--- src/rtl/cpu_types_pkg.sv ---
// Shared CPU types for the memory arbiter: the word type, the RAM handshake
// states and the arbiter FSM states.
package cpu_types_pkg;

  typedef logic [31:0] word_t;

  typedef enum logic [1:0] {
    FREE   = 2'd0,
    BUSY   = 2'd1,
    ACCESS = 2'd2,
    ERROR  = 2'd3
  } ramstate_t;

  typedef enum logic [1:0] {
    IDLE = 2'd0,
    DGNT = 2'd1,
    IGNT = 2'd2
  } arb_state_t;

  localparam int unsigned STARVE_W = 3;

endpackage

--- src/rtl/mem_arbiter_if.sv ---
// Bundle of the icache, dcache and RAM signals around the arbiter. The master
// modport is the arbiter; the slave modport is the caches plus the RAM.
interface mem_arbiter_if;
  import cpu_types_pkg::*;

  logic      iREN;
  word_t     iaddr;
  word_t     iload;
  logic      iwait;

  logic      dREN;
  logic      dWEN;
  word_t     daddr;
  word_t     dstore;
  word_t     dload;
  logic      dwait;

  logic      ramREN;
  logic      ramWEN;
  word_t     ramaddr;
  word_t     ramstore;
  word_t     ramload;
  ramstate_t ramstate;

  modport master (
    input  iREN, iaddr, dREN, dWEN, daddr, dstore, ramload, ramstate,
    output iload, iwait, dload, dwait, ramREN, ramWEN, ramaddr, ramstore
  );

  modport slave (
    output iREN, iaddr, dREN, dWEN, daddr, dstore, ramload, ramstate,
    input  iload, iwait, dload, dwait, ramREN, ramWEN, ramaddr, ramstore
  );

endinterface

--- src/rtl/mem_arbiter.sv ---
// Two-requester RAM arbiter: dcache has priority, but the icache is forced
// through after STARVE_MAX consecutive dcache completions while it waits.
module mem_arbiter
  import cpu_types_pkg::*;
#(
  parameter int unsigned STARVE_MAX = 4
) (
  input  logic          CLK,
  input  logic          RST,
  mem_arbiter_if.master bus
);

  localparam logic [STARVE_W-1:0] STARVE_LIMIT = STARVE_MAX[STARVE_W-1:0];

  arb_state_t          state;
  arb_state_t          next_state;
  logic [STARVE_W-1:0] starve_cnt;
  logic [STARVE_W-1:0] next_cnt;
  logic                dreq;
  logic                access;
  logic                starved;

  assign dreq    = bus.dREN | bus.dWEN;
  assign access  = (bus.ramstate == ACCESS);
  assign starved = bus.iREN && (starve_cnt == STARVE_LIMIT);

  always_ff @(posedge CLK) begin
    if (RST) begin
      state      <= IDLE;
      starve_cnt <= '0;
    end else begin
      state      <= next_state;
      starve_cnt <= next_cnt;
    end
  end

  // A grant ends on completion or when its requester withdraws; only a real
  // completion touches the starvation counter.
  always_comb begin
    next_state = state;
    next_cnt   = starve_cnt;
    unique case (state)
      IDLE: begin
        if (!bus.iREN) next_cnt = '0;
        if (dreq && !starved) next_state = DGNT;
        else if (bus.iREN)    next_state = IGNT;
        else                  next_state = IDLE;
      end
      DGNT: begin
        if (!dreq) begin
          next_state = IDLE;
        end else if (access) begin
          next_state = IDLE;
          if (bus.iREN && (starve_cnt < STARVE_LIMIT))
            next_cnt = starve_cnt + 1'b1;
        end
      end
      IGNT: begin
        if (!bus.iREN) begin
          next_state = IDLE;
        end else if (access) begin
          next_state = IDLE;
          next_cnt   = '0;
        end
      end
      default: next_state = IDLE;
    endcase
  end

  // RAM strobes and cache responses follow the registered grant only.
  always_comb begin
    bus.ramREN   = 1'b0;
    bus.ramWEN   = 1'b0;
    bus.ramaddr  = '0;
    bus.ramstore = '0;
    bus.iload    = '0;
    bus.dload    = '0;
    bus.iwait    = 1'b1;
    bus.dwait    = 1'b1;
    unique case (state)
      DGNT: begin
        bus.ramWEN   = bus.dWEN;
        bus.ramREN   = bus.dREN & ~bus.dWEN;
        bus.ramaddr  = bus.daddr;
        bus.ramstore = bus.dstore;
        bus.dload    = bus.ramload;
        bus.dwait    = ~access;
      end
      IGNT: begin
        bus.ramREN  = bus.iREN;
        bus.ramaddr = bus.iaddr;
        bus.iload   = bus.ramload;
        bus.iwait   = ~access;
      end
      default: ;
    endcase
  end

endmodule
--- src/flat_wrapper.sv ---
// flat-port wrapper written by rule: the top's interface ports become plain ports
module mem_arbiter_flat import cpu_types_pkg::*;
#(
  parameter int unsigned STARVE_MAX = 4
)
  (CLK, RST, bus_iREN, bus_iaddr, bus_dREN, bus_dWEN, bus_daddr, bus_dstore, bus_ramload, bus_ramstate, bus_iload, bus_iwait, bus_dload, bus_dwait, bus_ramREN, bus_ramWEN, bus_ramaddr, bus_ramstore);
  mem_arbiter_if bus_i ();
  input  logic CLK;
  input  logic RST;
  input wire logic [$bits(bus_i.iREN)-1:0] bus_iREN;
  input wire logic [$bits(bus_i.iaddr)-1:0] bus_iaddr;
  input wire logic [$bits(bus_i.dREN)-1:0] bus_dREN;
  input wire logic [$bits(bus_i.dWEN)-1:0] bus_dWEN;
  input wire logic [$bits(bus_i.daddr)-1:0] bus_daddr;
  input wire logic [$bits(bus_i.dstore)-1:0] bus_dstore;
  input wire logic [$bits(bus_i.ramload)-1:0] bus_ramload;
  input wire logic [$bits(bus_i.ramstate)-1:0] bus_ramstate;
  output wire logic [$bits(bus_i.iload)-1:0] bus_iload;
  output wire logic [$bits(bus_i.iwait)-1:0] bus_iwait;
  output wire logic [$bits(bus_i.dload)-1:0] bus_dload;
  output wire logic [$bits(bus_i.dwait)-1:0] bus_dwait;
  output wire logic [$bits(bus_i.ramREN)-1:0] bus_ramREN;
  output wire logic [$bits(bus_i.ramWEN)-1:0] bus_ramWEN;
  output wire logic [$bits(bus_i.ramaddr)-1:0] bus_ramaddr;
  output wire logic [$bits(bus_i.ramstore)-1:0] bus_ramstore;
  assign bus_i.iREN = bus_iREN;
  assign bus_i.iaddr = bus_iaddr;
  assign bus_i.dREN = bus_dREN;
  assign bus_i.dWEN = bus_dWEN;
  assign bus_i.daddr = bus_daddr;
  assign bus_i.dstore = bus_dstore;
  assign bus_i.ramload = bus_ramload;
  assign bus_i.ramstate = bus_ramstate;
  assign bus_iload = bus_i.iload;
  assign bus_iwait = bus_i.iwait;
  assign bus_dload = bus_i.dload;
  assign bus_dwait = bus_i.dwait;
  assign bus_ramREN = bus_i.ramREN;
  assign bus_ramWEN = bus_i.ramWEN;
  assign bus_ramaddr = bus_i.ramaddr;
  assign bus_ramstore = bus_i.ramstore;
  mem_arbiter #(.STARVE_MAX(STARVE_MAX)) u_core (.CLK(CLK), .RST(RST), .bus(bus_i));
endmodule
--- config.mk ---
export PLATFORM = sky130hd
export DESIGN_NAME = mem_arbiter_flat
export DESIGN_NICKNAME = d
export VERILOG_FILES = /design/src/rtl/cpu_types_pkg.sv /design/src/rtl/mem_arbiter_if.sv /design/src/rtl/mem_arbiter.sv /design/src/flat_wrapper.sv
export SDC_FILE = /design/constraint.sdc
export NUM_CORES = 1
export LEC_CHECK = 0
export CAP_MARGIN = 20
export CORE_AREA = 2 2 103 105
export CTS_BUF_LIST = sky130_fd_sc_hd__clkbuf_16
export CTS_CLUSTER_SIZE = 20
export DETAILED_ROUTE_END_ITERATION = 6
export DIE_AREA = 0 0 105 107
export PLACE_DENSITY = 0.69
export SLEW_MARGIN = 20
export SYNTH_ARGS = -nofsm -noshare
export SYNTH_HDL_FRONTEND = slang
export SYNTH_SLANG_ARGS = --single-unit
--- constraint.sdc ---
create_clock -name CLK -period 1.85 [get_ports CLK]
set_input_delay 0.555 -clock CLK [delete_from_list [all_inputs] [get_ports CLK]]
set_output_delay 0.555 -clock CLK [all_outputs]
set_load 0.005 [all_outputs]
== Word-level counts from Yosys, hierarchy flattened ==
Index checks and enable logic that the tools add are counted.

* Add/subtract/negate cells: 1
* Order comparisons: 1
* Equality and inequality tests: 10
* Mux-type cells: 21
* Bitwise gates (word level): 4
* Reductions and logical operators: 7

{| class="wikitable"
|+ Operators by type and width
! operator !! count
|-
| $mux W32 || 3
|-
| $pmux W32 S2 || 1
|-
| $mux W3 || 6
|-
| $mux W2 || 5
|-
| $pmux W3 S3 || 1
|-
| $ne A2 B1 Y1 const B || 4
|-
| $reduce_and A7 Y1 || 1
|-
| $pmux W2 S3 || 1
|-
| $eq A2 B2 Y1 const B || 2
|-
| $ne A2 B2 Y1 const B || 2
|-
| $add A3 B1 Y3 const B || 1
|-
| $eq A3 B3 Y1 const B || 1
|-
| $logic_and A1 B1 Y1 || 3
|-
| $lt A3 B3 Y1 const B || 1
|-
| $mux W1 || 3
|-
| $reduce_bool A3 Y1 || 1
|-
| $eq A2 B1 Y1 const B || 1
|-
| $logic_not A2 Y1 || 1
|-
| $not A1 Y1 || 2
|-
| $pmux W1 S2 || 1
|-
| $and A1 B1 Y1 || 1
|-
| $logic_not A1 Y1 || 1
|-
| $or A1 B1 Y1 || 1
|}

* Register bits: 5
* Bits of input ports: 135
* Output and inout port bits: 132
* Word-level logic and storage cells: 46

== Logic depth before layout (Yosys ltp) ==
* Depth in word-level cells: 6
* Gate-level depth with buffers: 6
* Mapped depth without buffers: 5

== Worst setup path after synthesis ==
No wires, ideal clock.

* Path kind: reg-to-output
* Start point: reg u_core.state[1]
* End point: out bus_ramstore[22]
* Data arrival time: 1.152 ns
* Required time: 1.295 ns
* Slack: 0.143 ns
* Stages on the path, launching flop included: 6
* Cells stage by stage: dfxtp_1 inv_1 ha_1 buf_2 clkbuf_1 and2_1

* Cells in the longest elaborated chain, start to end: 2

{| class="wikitable"
|+ Ends and longest elaborated chain
! element !! line !! text
|-
| start, declared || mem_arbiter.sv:15 || <nowiki>arb_state_t state;</nowiki>
|-
| start signal, assigned || mem_arbiter.sv:32 || <nowiki>state <= next_state;</nowiki>
|-
| $eq A2 B1 Y1 || mem_arbiter.sv:80 || <nowiki>unique case (state)</nowiki>
|-
| $mux W32 || mem_arbiter.sv:80 ||
|-
| end, declared || flat_wrapper.sv:25 || <nowiki>output wire logic [$bits(bus_i.ramstore)-1:0] bus_ramstore;</nowiki>
|}

No other way between the ends.

== Worst setup path after layout ==
* Start point: reg u_core.state[1]
* End point: out bus_ramaddr[23]

* Cells in the longest elaborated chain, start to end: 2
* Elaborated cells on any way between the ends: 3

{| class="wikitable"
|+ Ends and longest elaborated chain
! element !! line !! text
|-
| $eq A2 B2 Y1 or $eq A2 B1 Y1 (tied branches) || mem_arbiter.sv:80 ||
|-
| $pmux W32 S2 * || mem_arbiter.sv:80 ||
|-
| end, declared || flat_wrapper.sv:24 || <nowiki>output wire logic [$bits(bus_i.ramaddr)-1:0] bus_ramaddr;</nowiki>
|}

Every way passes the cells marked *; elsewhere a longest branch is shown, timed or not.

==> results <==
metal layers:
layer | track usage | vias to the layer above
li1 | - | 1462
met1 | 0.235 | 1422
met2 | 0.410 | 155
met3 | 0.0432 | 18
met4 | 0.0638 | 0
met5 | 0 | -
layout by cell type, fill, tap and decap left out, drive strengths merged, types with 2 or more instances in the layout:
cell | synthesis | routed
a22oi | 32 | 32
o211ai | 3 | 3
dlygate4sd2 | 0 | 4
and2 | 98 | 98
dfxtp | 5 | 5
diode | 0 | 2
a211oi | 4 | 4
o21a | 2 | 2
buf | 2 | 214
inv | 6 | 7
dlymetal6s2s | 0 | 4
nand3 | 4 | 4
mux2i | 2 | 2
ha | 6 | 6
nor2b | 33 | 33
nand2 | 5 | 5
clkbuf | 19 | 7
clkdlybuf4s50 | 0 | 126
final timing paths:
check / endpoint / startpoint / slack [ns] / cells after the start
min: u_core.starve_cnt[2]$_SDFFE_PP0P_ / u_core.starve_cnt[2]$_SDFFE_PP0P_ / 0.49 / 2
max: bus_ramaddr[23] / u_core.state[1]$_SDFF_PP0_ / -0.33 / 8
max reg2reg: u_core.starve_cnt[0]$_SDFFE_PP0P_ / u_core.state[1]$_SDFF_PP0_ / -0.09 / 9
min reg2reg: u_core.starve_cnt[2]$_SDFFE_PP0P_ / u_core.starve_cnt[2]$_SDFFE_PP0P_ / 0.49 / 2
per-stage QoR:
step | hold slack (ns) | instance area, um2 | std cells | total power, mW | worst slack [ns]
after floorplan | 0.449 | 1540 | 231 | 0.388 | 0.143
after global placement | 0.464 | 4500 | 629 | 1.04 | -0.588
after detailed placement | 0.475 | 4500 | 629 | 1.05 | -0.572
after CTS | 0.487 | 5790 | 700 | 1.88 | -0.377
after global routing | 0.529 | 6120 | 704 | 2.09 | -0.369
final | 0.492 | 6120 | 704 | 1.99 | -0.329
cells by family after synthesis:
family | share of synthesized area
compound gates | 0.234
fa+ha+maj | 0.0487
buf+inv | 0.0674
flops | 0.0649
mux | 0.0130
simple gates | 0.572
registers in the layout, indices dropped and copies added (netlist names):
| register | cells |
|---|---|
| u_core.state | 2 |
| u_core.starve_cnt | 3 |
worst max-delay path: stages (launching register included):
cell     delay, ns
dfxtp_4       0.35
buf_6         0.12
ha_4          0.21
buf_8         0.14
buf_6         0.12
buf_6         0.12
a22oi_2       0.16
nor2b_1       0.06
buf_2         0.12
report_power, final:
group | internal, mW | total (mW) | switching [mW]
logic | 1.03 | 1.52 | 0.496
clock network | 0.280 | 0.346 | 0.0668
registers | 0.113 | 0.120 | 0.00698
total | 1.42 | 1.99 | 0.570
synthesized netlist by cell type:
cell type  count  share of area
a21o_1         1         0.0049
a221oi_2       1         0.0097
a211oi_1       4          0.019
ha_1           6          0.049
a22oi_1       32           0.16
or2_1          1         0.0041
nor2_1         1         0.0024
inv_1          6          0.015
clkbuf_1      19          0.046
o21ai_0        1         0.0032
nor2b_1       33           0.13
buf_2          2         0.0065
mux2i_1        2          0.013
o2bb2ai_1      1         0.0057
o211ai_1       3          0.015
a211o_1        1         0.0057
nand2_1        5          0.012
nand2b_1       1         0.0041
nand3_1        4          0.013
o21bai_1       1         0.0049
nand3b_1       1         0.0049
o21a_1         2         0.0097
and2_1        98           0.40
dfxtp_1        5          0.065
final cells by class:
| type | instances | area [um2] | share of cell area |
|---|---|---|---|
| Timing Repair Buffer | 352 | 3880 | 0.633 |
| Multi-Input combinational cell | 199 | 1850 | 0.303 |
| Tap cell | 136 | 170 | 0.0278 |
| Sequential cell | 5 | 108 | 0.0176 |
| Clock buffer | 3 | 75.1 | 0.0123 |
| Inverter | 6 | 27.5 | 0.00450 |
| Antenna cell | 2 | 5.00 | 0.000818 |
| Clock inverter | 1 | 3.75 | 0.000613 |
timing repair:
item	CTS	global route
cloned	18	2
pin swaps	20	17
resized for setup	727	141
buffers inserted	52	15
setup endpoints to repair	132	135
==> metrics <==
status=complete, but fails checks; violated checks=setup timing; Yosys reg bits=5; WL met2=~6900 um; vias per std cell=4.34; Final min period=between 2 and 2.5 ns; Seq/Total Area, Yosys=0.0649; CTS clk-pin slew, worst paths=~0.03 ns; Port Buf Inserts=about 270; CP Max Fanout=7; Max-slew headroom=0.806; Fillers=between 800 and 900; worst vdd ir=slightly below 0.0004 V; share of cells above drive strength 1=0.650; CP Class=flop to output pin; TritonRoute pass-1 iters=4; CP endpoint kind=output pin; clk sink count=5; Max Cap Violations=0; DP HPWL=8310 um; PD cells=~320 nW/um2; Syn Area/Cell=approximately 6.7 um2; number of global-route vias before repair=~3300; Cells after Synth=approximately 230; chip width=roughly 110 um; crit path DAT=between 1.5 and 2 ns; Die H=approximately 110 um; M1 WL=about 4800 um; setup TNS=-21.12 ns; CP Launch Type=flop; grt ovf=0; maximum clock frequency=approximately 460 MHz; worst endpoint required time=1.29 ns; Die Area=between 10000 and 15000 um2; worst-skew pair later-pin latency=about 0.23 ns; synthesized area=roughly 1500 um2; Setup Skew=0.00468 ns; final WL=12800 um; unrepaired setup endpoints after global routing=yes; # rows=37; slew at the pin closest to its max-slew limit=just under 0.3 ns; initial antenna violation count=2; via count=between 3000 and 4000; htree depth=1; final setup fails=128; Avg WL per Cell=approximately 18 um; met3 wire length=between 700 and 800 um; Syn Nets=approximately 370; Core Region=10100 um2; clock buffer depth=2; CTS tree=yes; Top Layer Used=met4; Tightest Hold Check Type=flop to flop; clock root cell=clkbuf_16; pin count of the biggest net entering global routing=18; Num CTS Buffers=3; number of top-level pins=around 270; # hold bufs at CTS=0; number of DRC markers in iteration 0=approximately 100; library cells used by synthesis=24; detailed-route DRC error count=0; Layout area overhead=297%; Fin. Hold Viols=0; ANT nets after route=0; period utilization=1.18; first-pass GRT wire length=18800 um; leak pwr=2.76 nW; Ys Warns=0; Final #Nets=708; initial core utilization=0.153; Total GRT Usage=0.213; Slew Viols, Final=0; routability congestion estimate=0.868; Core Util, Final=0.606; Final WS setup=-0.329 ns
(Power assumes the default switching activity.)
